`config.mk`:
```
export PLATFORM = sky130hd
export DESIGN_NAME = fetch_queue
export DESIGN_NICKNAME = d
export VERILOG_FILES = /design/src/rtl/fetch_queue.sv
export SDC_FILE = /design/constraint.sdc
export NUM_CORES = 1
export LEC_CHECK = 0
export ABC_AREA = 1
export CORE_MARGIN = 2
export CORE_UTILIZATION = 30
export CTS_CLUSTER_SIZE = 10
export DETAILED_ROUTE_END_ITERATION = 10
export DONT_BUFFER_PORTS = 1
export GPL_TIMING_DRIVEN = 0
export PLACE_DENSITY = 0.54
export SETUP_SLACK_MARGIN = 0.02
export SYNTH_ARGS = -nofsm -noshare
export SYNTH_HDL_FRONTEND = slang
export SYNTH_SLANG_ARGS = --single-unit
```
`constraint.sdc`:
```
create_clock -name clk -period 6.37 [get_ports clk]
set_clock_uncertainty 0.1 [all_clocks]
set_input_delay 0.9555 -clock clk [delete_from_list [all_inputs] [get_ports clk]]
set_output_delay 0.9555 -clock clk [all_outputs]
set_load 0.01 [all_outputs]
```
`src/rtl/fetch_queue.sv`:
```
// Instruction-fetch front end: owns the fetch PC, keeps at most one imem request in flight,
// and buffers returned words with their PCs in a DEPTH-entry prefetch FIFO toward decode.
module fetch_queue #(
    parameter int unsigned DEPTH    = 4,
    parameter logic [63:0] RESET_PC = 64'd0
) (
    input  logic                     clk,
    input  logic                     reset,
    output logic                     imem_req,
    output logic [63:0]              imem_addr,
    input  logic                     imem_ack,
    input  logic [31:0]              imem_data,
    input  logic                     redirect,
    input  logic [63:0]              redirect_pc,
    output logic                     out_valid,
    input  logic                     out_ready,
    output logic [31:0]              out_instr,
    output logic [63:0]              out_pc,
    output logic [$clog2(DEPTH):0]   count
);

    localparam int unsigned PW = $clog2(DEPTH);
    localparam int unsigned CW = PW + 1;
    localparam logic [CW-1:0] FULL_C  = CW'(DEPTH);
    localparam logic [CW-1:0] CNT_ONE = CW'(1);
    localparam logic [CW-1:0] CNT_ZERO = CW'(0);
    localparam logic [PW-1:0] PTR_ONE = PW'(1);
    localparam logic [PW-1:0] PTR_ZERO = PW'(0);

    typedef enum logic [1:0] {
        S_IDLE = 2'd0,
        S_WAIT = 2'd1,
        S_DROP = 2'd2
    } state_e;

    state_e        state_q, state_d;
    logic [63:0]   fetch_pc_q, fetch_pc_d;
    logic [63:0]   drop_addr_q, drop_addr_d;
    logic [PW-1:0] wr_ptr_q, wr_ptr_d;
    logic [PW-1:0] rd_ptr_q, rd_ptr_d;
    logic [CW-1:0] count_q, count_d;
    logic [31:0]   instr_mem_q [DEPTH];
    logic [63:0]   pc_mem_q    [DEPTH];

    logic          push_s;
    logic          pop_s;
    logic          not_empty_s;
    logic [CW-1:0] cnt_after_push_s;
    logic [63:0]   redirect_target_s;

    assign not_empty_s       = (count_q != CNT_ZERO);
    assign pop_s             = not_empty_s & out_ready;
    assign redirect_target_s = redirect_pc & ~64'd3;
    assign cnt_after_push_s  = count_q + CNT_ONE - (pop_s ? CNT_ONE : CNT_ZERO);

    // Fetch FSM, FIFO bookkeeping and fetch-PC update; redirect overrides push and pop.
    always_comb begin
        state_d     = state_q;
        fetch_pc_d  = fetch_pc_q;
        drop_addr_d = drop_addr_q;
        wr_ptr_d    = wr_ptr_q;
        rd_ptr_d    = rd_ptr_q;
        count_d     = count_q;
        push_s      = 1'b0;

        case (state_q)
            S_IDLE: begin
                if (!redirect && (count_q < FULL_C)) begin
                    state_d = S_WAIT;
                end else begin
                    state_d = S_IDLE;
                end
            end
            S_WAIT: begin
                if (redirect) begin
                    if (imem_ack) begin
                        state_d = S_IDLE;
                    end else begin
                        // Request must stay on the bus until the memory answers it.
                        state_d     = S_DROP;
                        drop_addr_d = fetch_pc_q;
                    end
                end else if (imem_ack) begin
                    push_s     = 1'b1;
                    fetch_pc_d = fetch_pc_q + 64'd4;
                    state_d    = (cnt_after_push_s < FULL_C) ? S_WAIT : S_IDLE;
                end else begin
                    state_d = S_WAIT;
                end
            end
            S_DROP: begin
                if (imem_ack) begin
                    state_d = S_IDLE;
                end else begin
                    state_d = S_DROP;
                end
            end
            default: begin
                state_d = S_IDLE;
            end
        endcase

        if (redirect) begin
            fetch_pc_d = redirect_target_s;
            wr_ptr_d   = PTR_ZERO;
            rd_ptr_d   = PTR_ZERO;
            count_d    = CNT_ZERO;
        end else begin
            wr_ptr_d = push_s ? (wr_ptr_q + PTR_ONE) : wr_ptr_q;
            rd_ptr_d = pop_s  ? (rd_ptr_q + PTR_ONE) : rd_ptr_q;
            count_d  = count_q + (push_s ? CNT_ONE : CNT_ZERO) - (pop_s ? CNT_ONE : CNT_ZERO);
        end
    end

    // Control state registers.
    always_ff @(posedge clk or negedge reset) begin
        if (!reset) begin
            state_q     <= S_IDLE;
            fetch_pc_q  <= RESET_PC;
            drop_addr_q <= RESET_PC;
            wr_ptr_q    <= PTR_ZERO;
            rd_ptr_q    <= PTR_ZERO;
            count_q     <= CNT_ZERO;
        end else begin
            state_q     <= state_d;
            fetch_pc_q  <= fetch_pc_d;
            drop_addr_q <= drop_addr_d;
            wr_ptr_q    <= wr_ptr_d;
            rd_ptr_q    <= rd_ptr_d;
            count_q     <= count_d;
        end
    end

    // FIFO storage; entries are only observed while count says they are occupied.
    always_ff @(posedge clk) begin
        if (push_s) begin
            instr_mem_q[wr_ptr_q] <= imem_data;
            pc_mem_q[wr_ptr_q]    <= fetch_pc_q;
        end
    end

    assign imem_req  = (state_q == S_WAIT) || (state_q == S_DROP);
    assign imem_addr = (state_q == S_DROP) ? drop_addr_q : fetch_pc_q;
    assign out_valid = not_empty_s;
    assign out_instr = not_empty_s ? instr_mem_q[rd_ptr_q] : 32'd0;
    assign out_pc    = not_empty_s ? pc_mem_q[rd_ptr_q] : 64'd0;
    assign count     = count_q;

endmodule
```
# Word-level counts from Yosys, hierarchy flattened
# Memory sizes are Yosys's and may differ from the RTL's.
# Cells that the tools add are included.
# W data, S select, Z words.
[word_totals] reg_bits=137 ram_bits=384 in_bits=101 n_memories=2 elab_cells=56 out_inout_bits=165
[classes] n_lt_le_gt_ge=2 muxes=24 n_reduce_logical=11 addsub=7 n_eq_ne=2 bitwise=2
[memory_table] name="pc_mem_q" depth=4 width=64 rd=1 rd_ports_with_merged_regs=0 write_ports=1 line="43" text="logic [63:0] pc_mem_q [DEPTH];"
[memory_table] name="instr_mem_q" depth=4 width=32 rd=1 rd_ports_with_merged_regs=0 write_ports=1 line="42" text="logic [31:0] instr_mem_q [DEPTH];"
[op_table] operator="$mux W64" count=5
[op_table] operator="$add A64 B3 Y64 const B" count=1
[op_table] operator="$mux W32" count=1
[op_table] operator="$mux W2" count=6
[op_table] operator="$mux W1" count=10
[op_table] operator="$reduce_bool A2 Y1" count=4
[op_table] operator="$lt A3 B3 Y1 const B" count=2
[op_table] operator="$pmux W2 S3" count=1
[op_table] operator="$add A2 B1 Y2 const B" count=2
[op_table] operator="$add A3 B1 Y3" count=1
[op_table] operator="$add A3 B1 Y3 const B" count=1
[op_table] operator="$mux W3" count=1
[op_table] operator="$reduce_and A3 Y1" count=1
[op_table] operator="$reduce_bool A3 Y1" count=1
[op_table] operator="$sub A3 B1 Y3" count=1
[op_table] operator="$sub A3 B3 Y3" count=1
[op_table] operator="$eq A2 B1 Y1 const B" count=1
[op_table] operator="$eq A2 B2 Y1 const B" count=1
[op_table] operator="$logic_not A2 Y1" count=1
[op_table] operator="$reduce_and A2 Y1" count=1
[op_table] operator="$and A1 B1 Y1" count=1
[op_table] operator="$logic_and A1 B1 Y1" count=1
[op_table] operator="$logic_not A1 Y1" count=1
[op_table] operator="$logic_or A1 B1 Y1" count=1
[op_table] operator="$not A1 Y1" count=1

# Longest topological paths before layout
# Gate-level depths: netlist of run 1.
[logic_depth] depth_word=9 mapped_depth=14 depth_no_buf=12

# Worst setup path before layout of run 1
# No wires, ideal clock.
[synth_path] kind="input to register" start="input imem_ack" end="memory instr_mem_q[0][0] (enable)" n_path_buf=2 slack_ns=0.191 arrival_time_ns=5.531 cell_stages=6 setup_ns=0.547 t_required_ns=5.723 cell_sequence="nand2_1 -> buf_2 -> nor2_4 -> inv_2 -> buf_2 -> nor2_1"
[synth_via] elab_chain_cells=5
[synth_lines] element="start: declaration" line="11" text="input logic imem_ack,"
[synth_lines] element="$mux W1" line="83" text="end else if (imem_ack) begin"
[synth_lines] element="$mux W1" line="75" text="if (redirect) begin"
[synth_lines] element="$mux W1" line="66" text="case (state_q)"
[synth_lines] element="$mux W1" line="136" text="if (push_s) begin"
[synth_lines] element="$mux W1 (implied by the code)" line="137" text="instr_mem_q[wr_ptr_q] <= imem_data;"
[synth_lines] element="end: declaration" line="42"
# No other way between the ends.

# Worst setup path after layout of run 1
[layout_path] start="register rd_ptr_q[0]" end="output out_pc[38]"
[layout_via] elab_chain_cells=2
[layout_lines] element="start: declaration" line="40" text="logic [PW-1:0] rd_ptr_q, rd_ptr_d;"
[layout_lines] element="start signal: assignment" line="129" text="rd_ptr_q <= rd_ptr_d;"
[layout_lines] element="$mem_v2 Z4 W64"
[layout_lines] element="$mux W64" line="146" text="assign out_pc = not_empty_s ? pc_mem_q[rd_ptr_q] : 64'd0;"
[layout_lines] element="end: declaration" line="18" text="output logic [63:0] out_pc,"
# No other way between the ends.

==> summary.txt, run 1 <==
Place
  • IO buf count: 0
  • DP HPWL: around 55000 um
  • Place WS: 2.51 ns
  • RD Place Congestion: 0.936
  • Dpl cells: 3299

Min path
  • Worst Hold Class: input port to asynchronous set/reset pin

Critical path
  • CP Max Fanout: 10
  • FF-to-FF path depth: 14
  • Worst r2r src: state_q[1]
  • CP Launch Point: rd_ptr_q[0]
  • Required @ worst endpoint: around 5.3 ns
  • Most common cell on crit path: clkbuf_1
  • CP max stage delay: roughly 0.7 ns
  • Kind of critical path: flop to output port
  • Worst EP arrival: approximately 3.3 ns
  • Worst setup endpoint: out_pc[38]
  • Crit path cell chain: inv_2 -> clkbuf_1 -> clkbuf_1 -> o21ai_0 -> a21oi_1
  • Startpoint types: flop
  • Reg2Reg Setup Slack: roughly 3.0 ns
  • CP endpoint kind: output port
  • Slowest CP cell: clkbuf_1
  • Reg2reg end: count[2]

Global route
  • First-pass GRT wire length: around 110000 um
  • Initial antenna violation count: 13
  • Gr usage total: 0.194
  • Vias in the first global route: 16300
  • Total global routing overflow: 0
  • Largest net degree at the start of global routing: 134

Floorplan
  • Die span in y: roughly 280 um
  • Num ports: around 270
  • Initial core utilization: 0.304
  • Chip width: between 200 and 300 um
  • Rows: 100
  • Die area: 0.0777 mm2
  • Area of the core: around 0.075 mm2

Routing
  • Antenna viol nets, final: 0
  • Initial DRC count: about 1600
  • Drt pass-1 iters: 5
  • Final wirelength: just under 80000 um
  • Vias/cell: roughly 5.0
  • Via Count: approximately 17000
  • DRC: 0
  • WL/cell: 22.7 um

Finish
  • Layout net count: approximately 2500
  • Register area: between 0.01 and 0.015 mm2
  • Filler Cell Count: around 7500
  • Non-Filler Instances: about 3400
  • Area of the multi-input gates: around 0.007 mm2
  • Share of cells above drive strength 1: 0.0709
  • Synth-to-layout area growth: 14.7%

Clock tree
  • Num CTS Buffers: 60
  • Clock Tree Root: clkbuf_16
  • CTS tree: done
  • Register clock-pin slew on the reported worst setup and hold paths: roughly 0.06 ns
  • Post-cts sizing count: 0
  • H-tree depth: 2
  • Clock buffer depth: 3
  • Worst-Skew Late Latency: 0.61 ns
  • Clock Sinks: a little over 500

Timing
  • Unrepaired setup endpoints after global routing: no
  • Final hold violation count: 0
  • Min Hold Slack: between 0.15 and 0.2 ns
  • Min Tclk post-route: 4.35 ns
  • Fin crit share: 0.682
  • Worst Slack Setup Final: between 2 and 2.5 ns
  • F_max: 230 MHz
  • Max-slew headroom: 0.357
  • Max Slew Vio Count: 0
  • Setup-violating endpoint count in the final report: 0
  • Setup TNS: 0 ns
  • Worst-Margin Slew: between 0.9 and 1 ns

Synthesis
  • Post-synth top flop: edfxtp_1
  • Synth unique cells: 39
  • Synth warnings: 0
  • Synth Register Bits: between 500 and 600
  • Cell Area, Synth: around 0.023 mm2
  • Mapped Cells: ~2300
  • Leading area contributor after synthesis: edfxtp_1
  • Number of synthesized flops with an enable pin: between 300 and 400
  • Post-Syn Area per Cell: between 9 and 10 um2
  • Largest cells by area after synthesis: edfxtp_1 (50%), dfrtp_1 (15%), nor2_1 (8.0%), o21ai_0 (7.7%), nand2_1 (6.6%)
  • Post-synth ARST share: 0.261
  • Sequential share of the synthesized area: 0.645
  • Synth top area share: 0.499

Pwr
  • Leakage: approximately 0.0095 uW
  • Pwr Density: around 390 mW/mm2
  • Pwr Total: 10200 uW
  • Worst VDD drop: approximately 0.23 mV

Run status
  • Status: completed

Run
  • Max-cap check violation count: 0
[power by group]
| part | total, uW | switching, uW | leakage, uW | internal (uW) |
|---|---|---|---|---|
| registers | 4380 | 382 | 0.00506 | 3990 |
| logic | 2660 | 2050 | 0.00363 | 613 |
| clock network | 3150 | 1310 | 0.000851 | 1840 |
[cell usage after synthesis, types with 14 or more instances]
master,number
buf_1,15
dfrtp_1,133
nand3_1,69
o21ai_1,16
nand2_1,401
buf_2,32
inv_1,133
o21ai_0,350
o211ai_1,25
a21oi_1,103
nor2_1,482
edfxtp_1,376
clkbuf_1,71
nand4_1,14
[flip-flops by register name (all words and copies together) (netlist names)]
name	cells
state_q	2
pc_mem_q	248
drop_addr_q	62
rd_ptr_q	2
count	3
instr_mem_q	128
wr_ptr_q	2
fetch_pc_q	62
[area by class of cell]
| type | instances | share of cell area |
|---|---|---|
| clock buffer | 83 | 0.0631 |
| clock inverter | 11 | 0.00414 |
| tap | 969 | 0.0466 |
| antenna | 7 | 0.000674 |
| sequential | 509 | 0.562 |
| multi-input combinational | 1543 | 0.270 |
| timing repair buffer | 15 | 0.0124 |
| buffer | 124 | 0.0205 |
| inverter | 140 | 0.0202 |
[what timing repair did]
action	CTS	global route
buffers inserted	0	0
hold endpoints to repair	133	0
hold buffers	1	0
[worst min path at each step]
stage | to | cells after the start | slack [ns]
4_1_cts | fetch_pc_q[50] | 1 | 0.26
3_3_place_gp | drop_addr_q[9] | 2 | 0.37
5_1_grt | count[0] | 1 | 0.26
2_1_floorplan | drop_addr_q[62] | 2 | 0.35
3_5_place_dp | drop_addr_q[61] | 2 | 0.37
6_report | fetch_pc_q[36] | 1 | 0.20
[cell families (layout without fill, tap and decap cells)]
family,after synthesis,in the layout,synth area share
AND/OR/NAND/NOR,1009,1009,0.180
AO/OA/AOI/OAI,511,511,0.118
flip-flops,509,509,0.645
buffers and inverters,264,373,0.0467
adder cells (fa/ha/maj),12,12,0.00696
XOR/XNOR,7,7,0.00271
other,1,11,0.000166
[layer usage]
| layer | vias up | part of all wire | wire (um) | global-route usage |
|---|---|---|---|---|
| met5 | - | 0.0015 | 115 | 0 |
| met4 | 16 | 0.027 | 2070 | 0.0611 |
| met3 | 128 | 0.079 | 6060 | 0.0492 |
| met2 | 548 | 0.47 | 36200 | 0.315 |
| met1 | 8298 | 0.42 | 32700 | 0.254 |
| li1 | 7985 | - | - | - |
[layout by cell type (no fill, tap or decap), types with 3 or more instances in the layout]
master / count
ha_1: 11
buf_4: 5
buf_12: 12
o211ai_1: 25
clkbuf_8: 3
nor2_2: 11
edfxtp_1: 376
inv_1: 133
clkinv_2: 3
dfrtp_1: 133
a21oi_1: 103
inv_2: 6
o21bai_1: 4
buf_2: 32
buf_16: 3
nand3_1: 69
nor2_4: 12
clkinv_1: 5
o221ai_1: 5
clkbuf_1: 90
nand2_2: 11
o21ai_1: 16
xor2_1: 7
nand4_1: 14
or2_2: 4
conb_1: 4
nand2_4: 3
nor2_1: 478
diode_2: 7
nand2_1: 401
buf_1: 15
o21ai_0: 350
clkbuf_16: 61
[metrics by stage]
stage | instance area, um2 | util
5_1_grt | 26000 | 0.348
3_3_place_gp | 23900 | 0.320
6_report | 26000 | 0.349
2_1_floorplan | 22700 | -
3_5_place_dp | 24200 | 0.324
4_1_cts | 26000 | 0.348
[worst max-delay path: cells and delay by family, from the launching register on]
| family | cells | cell delay, ns |
|---|---|---|
| AOI/OAI and AO/OA | 2 | 0.85 |
| DFF | 1 | 0.38 |
| buffers and inverters | 3 | 1.42 |
No activity file was read; power rests on OpenSTA's default activity.
==> run 2: changes to the inputs <==
Clock period 6.37 ns to 4.35 ns, I/O delays scaled along.
==> run 2 against run 1 <==
Against the previous run:
- clock-buffer cell count did not move
- worst setup slack got worse by 1.7 ns
- sequential share of layout area fell by 0.70 points
- die area did not move
- flip-flop and latch count did not move
- global-route usage barely moved
- cell area rose by 1.3%
==> summary.txt, run 2 (same netlist as run 1, synthesis figures left out) <==
Critical path
  • Worst r2r src: state_q[1]
  • Required @ worst endpoint: 3.60 ns (-1.71 ns)
  • Crit. path cell count: 5 (unchanged)
  • Critical path buffers and inverters: 3 (unchanged)
  • CP max stage delay: 0.72 ns (about the same)
  • CP endpoint kind: output port
  • CP Max Fanout: 10 (unchanged)
  • Crit path cell chain: inv_2 -> clkbuf_1 -> clkbuf_1 -> o21ai_0 -> a21oi_1
  • CP Launch Point: rd_ptr_q[0]
  • Most common cell on crit path: clkbuf_1
  • Reg2Reg Setup Slack: 0.93 ns (-2.03 ns)
  • Kind of critical path: flop to output port
  • Worst EP arrival: 3.27 ns (-0.02 ns)
  • Startpoint types: flop
  • Worst setup endpoint: out_pc[38]
  • Reg2reg end: count[2]
  • CP top delay family: buffers and inverters
  • Slowest CP cell: clkbuf_1
  • FF-to-FF path depth: 14 (unchanged)

Finish
  • Layout net count: 2539 (+1.3%)
  • Commonest non-fill, non-tap cell in the layout: nor2_1
  • Largest registers: pc_mem_q x248, instr_mem_q x128
  • Max reg flops: 248 (unchanged)
  • Share of cells above drive strength 1: 0.0700 (-0.000952)
  • Most frequent cells in the layout: nor2_1 (478), nand2_1 (401), edfxtp_1 (376), o21ai_0 (350)
  • Synth-to-layout area growth: 16.2%
  • Most flops, register: pc_mem_q

Floorplan
  • Rows: 100 (unchanged)
  • Num ports: 266 (unchanged)
  • Die span in y: 279 um (unchanged)
  • Area of the core: 0.0746 mm2 (unchanged)
  • Chip width: 279 um (unchanged)
  • Die area: 0.0777 mm2 (unchanged)
  • Initial core utilization: 0.304 (unchanged)

Timing
  • Final hold violation count: 0 (unchanged)
  • Worst-Margin Slew: 0.925 ns (-0.0397 ns)
  • Max-slew headroom: 0.383 (+0.0265)
  • Min Tclk post-route: between 4 and 5 ns
  • Setup-violating endpoint count in the final report: 0 (unchanged)
  • Setup TNS: 0 ns (unchanged)
  • Fin crit share: 0.924
  • F_max: around 250 MHz
  • Unrepaired setup endpoints after global routing: no
  • Max Slew Vio Count: 0 (unchanged)

Clock tree
  • # Post-CTS Setup Buffers: 0 (unchanged)
  • Register clock-pin slew on the reported worst setup and hold paths: 0.06 ns (about the same)
  • Num CTS Buffers: 60 (unchanged)
  • CTS tree: done
  • Clock Tree Root: clkbuf_16
  • H-tree depth: 2 (unchanged)
  • Clock buffer depth: 3 (unchanged)
  • Worst-Skew Late Latency: 0.62 ns (about the same)
  • Post-cts sizing count: 0 (unchanged)
  • Clock Sinks: 509 (unchanged)

Routing
  • WL/cell: 22.5 um (-0.74%)
  • Final wirelength: 77300 um (+0.19%)
  • Antenna viol nets, final: 0 (unchanged)
  • Via Count: 17100 (+0.72%)
  • M1 WL: 32700 um (about the same)
  • Initial DRC count: 1610 (+0.37%)
  • Vias/cell: 4.98 (-0.22%)
  • Top sig layer: met5
  • WL met2: 36300 um (+0.23%)
  • DRC: 0 (unchanged)
  • Metal3 WL: 6110 um (+0.82%)
  • Drt pass-1 iters: 6 (+1)

Pwr
  • Pwr Density: 568 mW/mm2 (+45%)
  • Combinational Power Share: 0.263 (+0.002)
  • P_sw: 5490 uW (+47%)
  • Leakage: 0.00968 uW (+1.4%)
  • Flop pwr share: 0.429 (about the same)
  • Switch share: 0.367 (about the same)
  • Int Power: 9460 uW (+47%)
  • Clock power share: 0.309 (about the same)
  • Pwr Total: 14900 uW (+47%)
  • Worst VDD drop: 0.330 mV (+46%)

Global route
  • Vias in the first global route: 16400 (+0.87%)
  • Initial antenna violation count: 14 (+1)
  • First-pass GRT wire length: 111000 um (+0.36%)
  • Gr usage total: 0.194 (+0.000491)
  • Total global routing overflow: 0 (unchanged)
  • Largest net degree at the start of global routing: 134 (unchanged)

Place
  • RD Place Congestion: 0.936 (unchanged)
  • DP HPWL: 55200 um (unchanged)
  • IO buf count: 0 (unchanged)

Run
  • Max-cap check violation count: 0 (unchanged)

Run status
  • Status: completed

Min path
  • Worst Hold Class: input port to flop
-- run 2: cell types whose count changed in the layout (fill, tap and decap cells not counted), sizes merged --
| cell | previous run | this run |
|---|---|---|
| dlygate4sd3 | 0 | 33 |
| diode | 7 | 6 |
-- run 2: through the flow --
stage / util / std cells / area (um2) / setup slack (ns) / hold WS, ns
floorplan: - / 2316 / 22700 / -1.53 / 0.257
global placement: 0.320 / 3285 / 23900 / -5.55 / 0.268
detailed placement: 0.324 / 3299 / 24200 / 0.796 / 0.267
CTS: 0.353 / 3427 / 26300 / 0.117 / 0.0257
global route: 0.353 / 3430 / 26300 / 0.0467 / 0.0562
finish: 0.353 / 3433 / 26300 / 0.332 / 0.0595
-- run 2: per-layer routing --
metal | GRT usage | vias to the layer above
li1 | - | 8055
met1 | 0.255 | 8312
met2 | 0.316 | 587
met3 | 0.0489 | 125
met4 | 0.0611 | 18
met5 | 0 | -
-- run 2: layout make-up --
| type | instances | area (um2) |
|---|---|---|
| buffer | 124 | 532 |
| fill | 7450 | 48300 |
| antenna | 6 | 15.0 |
| sequential | 509 | 14600 |
| clock buffer | 83 | 1640 |
| tap | 969 | 1210 |
| timing repair buffer | 48 | 653 |
| inverter | 140 | 526 |
| multi-input combinational | 1543 | 7010 |
| clock inverter | 11 | 108 |
-- run 2: timing repair --
| action | CTS | global route |
|---|---|---|
| setup endpoints to repair | 0 | 0 |
| hold buffers | 34 | 0 |
| hold endpoints to repair | 261 | 0 |
-- run 2: power groups by stage --
stage | Sequential (uW) | Combinational, uW | Clock (uW)
CTS | 6390 | 4050 | 4730
floorplan | 6260 | 2490 | 0
detailed placement | 6480 | 3970 | 0
finish | 6410 | 3930 | 4610
global placement | 6480 | 3880 | 0
global route | 6470 | 4360 | 4930
-- run 2: worst min path at each step --
stage / startpoint / endpoint / cells past startpoint
2_1_floorplan: reset / count[0] / 0
3_5_place_dp: reset / drop_addr_q[54] / 0
6_report: redirect_pc[16] / fetch_pc_q[16] / 2
3_3_place_gp: reset / drop_addr_q[54] / 0
5_1_grt: redirect_pc[17] / fetch_pc_q[17] / 2
4_1_cts: redirect_pc[16] / fetch_pc_q[16] / 2
